**src/rtl/fpu_lzd_pkg.sv**
```systemverilog
// Shared definitions for the FPU leading-zero detector / normaliser:
// format modes, field widths and the per-mode offset lookup.
package fpu_lzd_pkg;

    typedef enum logic [2:0] {
        MODE_DP   = 3'd0,
        MODE_SP   = 3'd1,
        MODE_HP   = 3'd2,
        MODE_BF16 = 3'd3,
        MODE_I2F  = 3'd4
    } mode_e;

    localparam int FW_DP   = 32'd53;
    localparam int FW_SP   = 32'd24;
    localparam int FW_HP   = 32'd11;
    localparam int FW_BF16 = 32'd8;
    localparam int FW_I2F  = 32'd32;

    typedef struct packed {
        logic [7:0] offset;
        logic [7:0] field;
        logic       illegal;
    } mode_info_t;

    // A mode is illegal when it is unassigned or its field does not fit in the datapath.
    function automatic mode_info_t mode_offset(input logic [2:0] mode, input int w);
        mode_info_t info;
        int         fw;
        case (mode)
            MODE_DP:   fw = FW_DP;
            MODE_SP:   fw = FW_SP;
            MODE_HP:   fw = FW_HP;
            MODE_BF16: fw = FW_BF16;
            MODE_I2F:  fw = FW_I2F;
            default:   fw = 32'd0;
        endcase
        info.illegal = (fw == 32'd0) || (fw > w);
        info.field   = info.illegal ? 8'd0 : 8'(fw);
        info.offset  = info.illegal ? 8'd0 : 8'(w - fw);
        return info;
    endfunction

endpackage

```
**src/rtl/fpu_lzd_norm_pipe_seg.sv**
```systemverilog
// Combinational leading-zero count of one 16-bit segment.
module fpu_lzc_seg (
    input  logic [15:0] i_data,
    output logic [3:0]  o_cnt,
    output logic        o_zero
);

    // Highest set bit wins; the scan runs upward so later hits override.
    always_comb begin
        o_cnt = 4'd0;
        for (int i = 0; i < 16; i++) begin
            o_cnt = i_data[i] ? 4'(15 - i) : o_cnt;
        end
        o_zero = (i_data == 16'd0);
    end

endmodule

```
**src/rtl/fpu_lzd_norm_pipe.sv**
```systemverilog
// Three-stage elastic leading-zero detector and left normaliser shared by
// all FPU result formats: mask -> count/adjust -> shift.
module fpu_lzd_norm_pipe #(
    parameter  int W  = 64,
    localparam int CW = $clog2(W) + 1
) (
    input  logic          i_clk,
    input  logic          i_rst,
    input  logic          i_in_valid,
    output logic          o_in_ready,
    input  logic [2:0]    i_in_mode,
    input  logic [W-1:0]  i_in_data,
    output logic          o_out_valid,
    input  logic          i_out_ready,
    output logic [CW-1:0] o_out_lzc,
    output logic [7:0]    o_out_adj,
    output logic [W-1:0]  o_out_norm,
    output logic          o_out_zero,
    output logic          o_out_err
);
    import fpu_lzd_pkg::*;

    localparam int NSEG = W / 16;

    logic            r1_valid, r2_valid, r3_valid;
    logic [W-1:0]    r1_data, r2_data, r3_norm;
    logic [7:0]      r1_off, r2_adj, r3_adj;
    logic            r1_err, r2_err, r3_err;
    logic            r2_zero, r3_zero;
    logic [CW-1:0]   r2_lzc, r3_lzc;

    logic            w_ready1, w_ready2, w_ready3;
    mode_info_t      w_info;
    logic [W-1:0]    w_mask;
    logic [3:0]      w_seg_cnt [NSEG];
    logic [NSEG-1:0] w_seg_zero;
    logic [CW-1:0]   w_lzc;
    logic [7:0]      w_adj;
    logic            w_zero;

    assign w_ready3   = !r3_valid | i_out_ready;
    assign w_ready2   = !r2_valid | w_ready3;
    assign w_ready1   = !r1_valid | w_ready2;
    assign o_in_ready = w_ready1 & !i_rst;

    assign w_info = mode_offset(i_in_mode, W);
    assign w_mask = w_info.illegal ? {W{1'b0}} : ~({W{1'b1}} << w_info.field);

    // S1: capture the masked operand with its offset and error flag.
    always_ff @(posedge i_clk) begin
        if (i_rst) begin
            r1_valid <= 1'b0;
            r1_data  <= {W{1'b0}};
            r1_off   <= 8'd0;
            r1_err   <= 1'b0;
        end else if (w_ready1) begin
            r1_valid <= i_in_valid;
            r1_data  <= i_in_data & w_mask;
            r1_off   <= w_info.offset;
            r1_err   <= w_info.illegal;
        end
    end

    for (genvar g = 0; g < NSEG; g++) begin : g_seg
        fpu_lzc_seg u_seg (
            .i_data (r1_data[16*g +: 16]),
            .o_cnt  (w_seg_cnt[g]),
            .o_zero (w_seg_zero[g])
        );
    end

    // The most significant non-empty segment determines the count.
    always_comb begin
        w_lzc = {CW{1'b0}};
        for (int i = 0; i < NSEG; i++) begin
            w_lzc = w_seg_zero[i] ? w_lzc : CW'((NSEG - 1 - i) * 16) + CW'(w_seg_cnt[i]);
        end
        w_zero = (&w_seg_zero) | r1_err;
        w_adj  = w_zero ? 8'd0 : 8'(w_lzc) - r1_off;
    end

    // S2: count and exponent adjustment.
    always_ff @(posedge i_clk) begin
        if (i_rst) begin
            r2_valid <= 1'b0;
            r2_data  <= {W{1'b0}};
            r2_lzc   <= {CW{1'b0}};
            r2_adj   <= 8'd0;
            r2_zero  <= 1'b0;
            r2_err   <= 1'b0;
        end else if (w_ready2) begin
            r2_valid <= r1_valid;
            r2_data  <= w_zero ? {W{1'b0}} : r1_data;
            r2_lzc   <= w_zero ? {CW{1'b0}} : w_lzc;
            r2_adj   <= w_adj;
            r2_zero  <= w_zero;
            r2_err   <= r1_err;
        end
    end

    // S3: barrel shift into the output registers; holds while stalled.
    always_ff @(posedge i_clk) begin
        if (i_rst) begin
            r3_valid <= 1'b0;
            r3_norm  <= {W{1'b0}};
            r3_lzc   <= {CW{1'b0}};
            r3_adj   <= 8'd0;
            r3_zero  <= 1'b0;
            r3_err   <= 1'b0;
        end else if (w_ready3) begin
            r3_valid <= r2_valid;
            r3_norm  <= r2_data << r2_lzc;
            r3_lzc   <= r2_lzc;
            r3_adj   <= r2_adj;
            r3_zero  <= r2_zero;
            r3_err   <= r2_err;
        end
    end

    assign o_out_valid = r3_valid;
    assign o_out_norm  = r3_norm;
    assign o_out_lzc   = r3_lzc;
    assign o_out_adj   = r3_adj;
    assign o_out_zero  = r3_zero;
    assign o_out_err   = r3_err;

endmodule

```
**config.mk**
```make
export PLATFORM = sky130hd
export DESIGN_NAME = fpu_lzd_norm_pipe
export DESIGN_NICKNAME = d
export VERILOG_FILES = /design/src/rtl/fpu_lzd_pkg.sv /design/src/rtl/fpu_lzd_norm_pipe_seg.sv /design/src/rtl/fpu_lzd_norm_pipe.sv
export SDC_FILE = /design/constraint.sdc
export NUM_CORES = 1
export LEC_CHECK = 0
export CAP_MARGIN = 15
export CORE_ASPECT_RATIO = 0.8
export CORE_MARGIN = 1.5
export CORE_UTILIZATION = 40
export CTS_CLUSTER_DIAMETER = 200
export DETAILED_ROUTE_END_ITERATION = 10
export GPL_ROUTABILITY_DRIVEN = 0
export GPL_TIMING_DRIVEN = 0
export PLACE_DENSITY = 0.63
export SLEW_MARGIN = 5
export SYNTH_ARGS = -nofsm -noshare
export SYNTH_HDL_FRONTEND = slang
export SYNTH_HIERARCHICAL = 1
export SYNTH_SLANG_ARGS = --single-unit
```
**constraint.sdc**
```tcl
create_clock -name i_clk -period 4.4 [get_ports i_clk]
set_input_delay 1.1 -clock i_clk [delete_from_list [all_inputs] [get_ports i_clk]]
set_output_delay 1.1 -clock i_clk [all_outputs]
set_load 0.03 [all_outputs]
```
==> impl_metrics.ini <==
[run_status]
status = finished clean

[synth]
ys.flop_type = dfxtp_1
post-synth-top-count-cell = dfxtp_1
synthesis.area_um2 = 13300
ys_async_sr_fraction = 0
syn_area_per_cell_um2 = 9.15
netlist_instances = 1457
ys_warn_count = 6
synth.distinct_cells = 77
synth-seq-area-share = 0.350
synth_commonest_cells = dfxtp_1, nand2_1, a22o_1, nor2_1, mux2i_1
yosys-top-cells-area = dfxtp_1, a22o_1, mux4_2
synth-edff-count = 0
synth_seq_cells = 233
synth_top_area_frac = 0.350
yosysTopAreaCell = dfxtp_1

[cts]
post-cts-setup-buffer-count = 0
worstSkewPairLatency_ps = 570
htree_levels = 1
cts_tree = yes
cts.clk_slew.worst_paths_ps = 70
ctsResizeCount = 0
clockBufferDepth = 3
cts.sinks = 233
cts_made_buffers = 25
clockRootBuffer = clkbuf_16

[cells_and_area]
utilization = 0.494
fillers = 3104
area_growth_syn_to_layout_pct = 20.9
multi_input_area_um2 = 7930
register_area_um2 = 4660
finalInstanceArea_um2 = 16100
antenna_cells = 0
nets = 1708
drive_gt1_frac = 0.125

[critical_path]
crit_top_cell = clkdlybuf4s50_1
crit_buf_inv = 3
critPathKind = input pin to output port
critPathRequiredTime_ps = 3300
cp-startpoint = i_out_ready
r2r_start = r1_data[33]$_SDFFE_PP0N_
path_max_fanout = 8
cp_data_arrival_time_ps = 3100
critPathLaunchType = input pin
path_cells = clkdlybuf4s50_1 -> nor2b_1 -> and2_1 -> nand2_1 -> nand2b_1 -> inv_1 -> clkdlybuf4s50_1
cp_slowest_stage_delay_ps = 600
crit_family = buffers and inverters
crit_path_end_kind = output port
crit_slowest_cell = clkdlybuf4s50_1

[worst_hold_path]
min_path_type = register to register
hp-start = r2_err$_SDFFE_PP0P_

[route]
postRouteAntennaNets = 0
via_per_inst = 6.44
routed_wl_um = 51800
drt-initial-drc-count = 2075
wire_per_inst_um = 25.0
drc = 0
num_vias = 13400
first_pass_iters = 8

[grt]
grt_first_pass_wirelength_um = 78400
grt_use_total = 0.292
grt_pass1_vias = 12800
grt_overflow = 0
antenna_found_initial = 1
grt_start_max_net_pins = 15

[timing]
whs_ps = 454
worst_pin_slew_ps = 1260
fin_crit_sh = 0.954
period_needed_ps = 4200
finalHoldViolations = 0
setup_violations = 0
slew-limit-headroom = 0.150
rsz0062_at_grt = no
max_freq_mhz = 238
setup_tns_ps = 0
clock_skew_ps = 27.1
final_max_slew_viol_count = 0

[floorplan]
die_y_um = 166
pin_count = 154
rows = 59
core-area_um2 = 32600
initial_core_util = 0.409
die_w_um = 207
dieArea_um2 = 34400

[pwr]
peakVddDrop_mv = 0.342
p_leak_nw = 5.91
p_per_area_nw_per_um2 = 344
p_total_mw = 5.55

[placement]
dpl_cell_area_um2 = 15300
portBuffers = 139
dpl.hpwl_um = 39900

[run]
max-cap-violations = 0
per-layer routing:
layer,track usage,share of wire
met3,0.107,0.13
met4,0.109,0.041
met2,0.420,0.41
met5,0.00828,0.0012
met1,0.395,0.41
tightest hold or removal path, cell delays in order, from the launching register on:
cell and delay [ps]:
dfxtp_1 310, nand2_1 50, a21oi_1 50
path summary, 6_finish.rpt:
path                                          endpoint  slack (ps)  depth (start not counted)
worst max-delay path                        o_in_ready         200                          7
worst min-delay path               r2_err$_SDFFE_PP0P_         450                          2
worst max register to register  r2_adj[6]$_SDFFE_PP0P_         380                         15
worst min register to register     r2_err$_SDFFE_PP0P_         450                          2
placed cells by master, fill, tap and decap left out, types with 6 or more instances in the layout:
| cell | netlist | layout |
|---|---|---|
| a221oi_1 | 7 | 7 |
| clkbuf_8 | 0 | 7 |
| a211oi_1 | 7 | 7 |
| o221ai_1 | 11 | 11 |
| nand3_1 | 23 | 23 |
| a22o_1 | 128 | 128 |
| mux4_1 | 6 | 6 |
| buf_6 | 13 | 13 |
| buf_1 | 12 | 12 |
| ha_1 | 6 | 6 |
| dfxtp_1 | 233 | 233 |
| inv_1 | 32 | 32 |
| o211ai_1 | 14 | 14 |
| o31ai_1 | 13 | 13 |
| nor3_1 | 25 | 25 |
| buf_2 | 29 | 31 |
| mux4_2 | 42 | 42 |
| clkbuf_16 | 0 | 25 |
| buf_4 | 9 | 10 |
| clkbuf_1 | 53 | 55 |
| nor2b_1 | 9 | 9 |
| a221o_1 | 7 | 7 |
| mux2_2 | 47 | 47 |
| nor4_1 | 6 | 6 |
| and3_1 | 13 | 13 |
| nand2_1 | 189 | 189 |
| mux2i_1 | 87 | 87 |
| clkdlybuf4s50_1 | 0 | 139 |
| a31oi_1 | 7 | 7 |
| a22oi_1 | 46 | 46 |
| nor2_1 | 125 | 125 |
| o21ai_0 | 46 | 46 |
| a21oi_1 | 73 | 73 |
| nand2b_1 | 20 | 20 |
| o22ai_1 | 20 | 20 |
cells by family after synthesis:
kind of cell	count (synthesis)	share of synthesized area
fa+ha+maj	7	0.00713
xor+xnor	1	0.000657
flops	233	0.350
simple gates	442	0.152
mux	185	0.191
compound gates	438	0.243
buf+inv	150	0.0559
other cells	1	0.000281
final cells by class:
class                   count  share of cell area
well taps                 427              0.0331
flip-flops and latches    233               0.289
clock buffers              35              0.0455
inverters                  32             0.00745
repair buffers            144              0.0883
multi-input cells        1077               0.492
plain buffers             117              0.0386
clock inverters             8             0.00559
stage by stage:
| step | setup WS, ps | instances |
|---|---|---|
| 6_report | 204 | 2073 |
| 5_1_grt | 37.0 | 2073 |
| 4_1_cts | 72.7 | 2069 |
| 3_5_place_dp | 77.3 | 2026 |
| 3_3_place_gp | 107 | 2026 |
| 2_1_floorplan | 1320 | 1460 |
timing repair:
action	4_1_cts	5_1_grt
endpoints found under the setup margin	0	1
hold buffers	0	0
hold endpoints to repair	0	0
registers in the layout, summed over array words and instances, names as in the netlist:
| name | cells |
|---|---|
| o_out_err | 1 |
| o_out_valid | 1 |
| r2_valid | 1 |
| r1_data | 63 |
| r1_off | 7 |
| r2_lzc | 6 |
| o_out_lzc | 6 |
| r2_err | 1 |
| o_out_norm | 64 |
| r2_data | 63 |
| r2_adj | 8 |
| r1_valid | 1 |
| o_out_zero | 1 |
| r1_err | 1 |
| r2_zero | 1 |
| o_out_adj | 8 |
where the power goes:
group | internal [mW] | total (mW) | switching (mW)
logic | 0.423 | 1.14 | 0.713
registers | 2.19 | 2.27 | 0.0800
clock network | 1.23 | 2.14 | 0.915
total | 3.84 | 5.55 | 1.71
No activity file was read; power rests on OpenSTA's default activity.
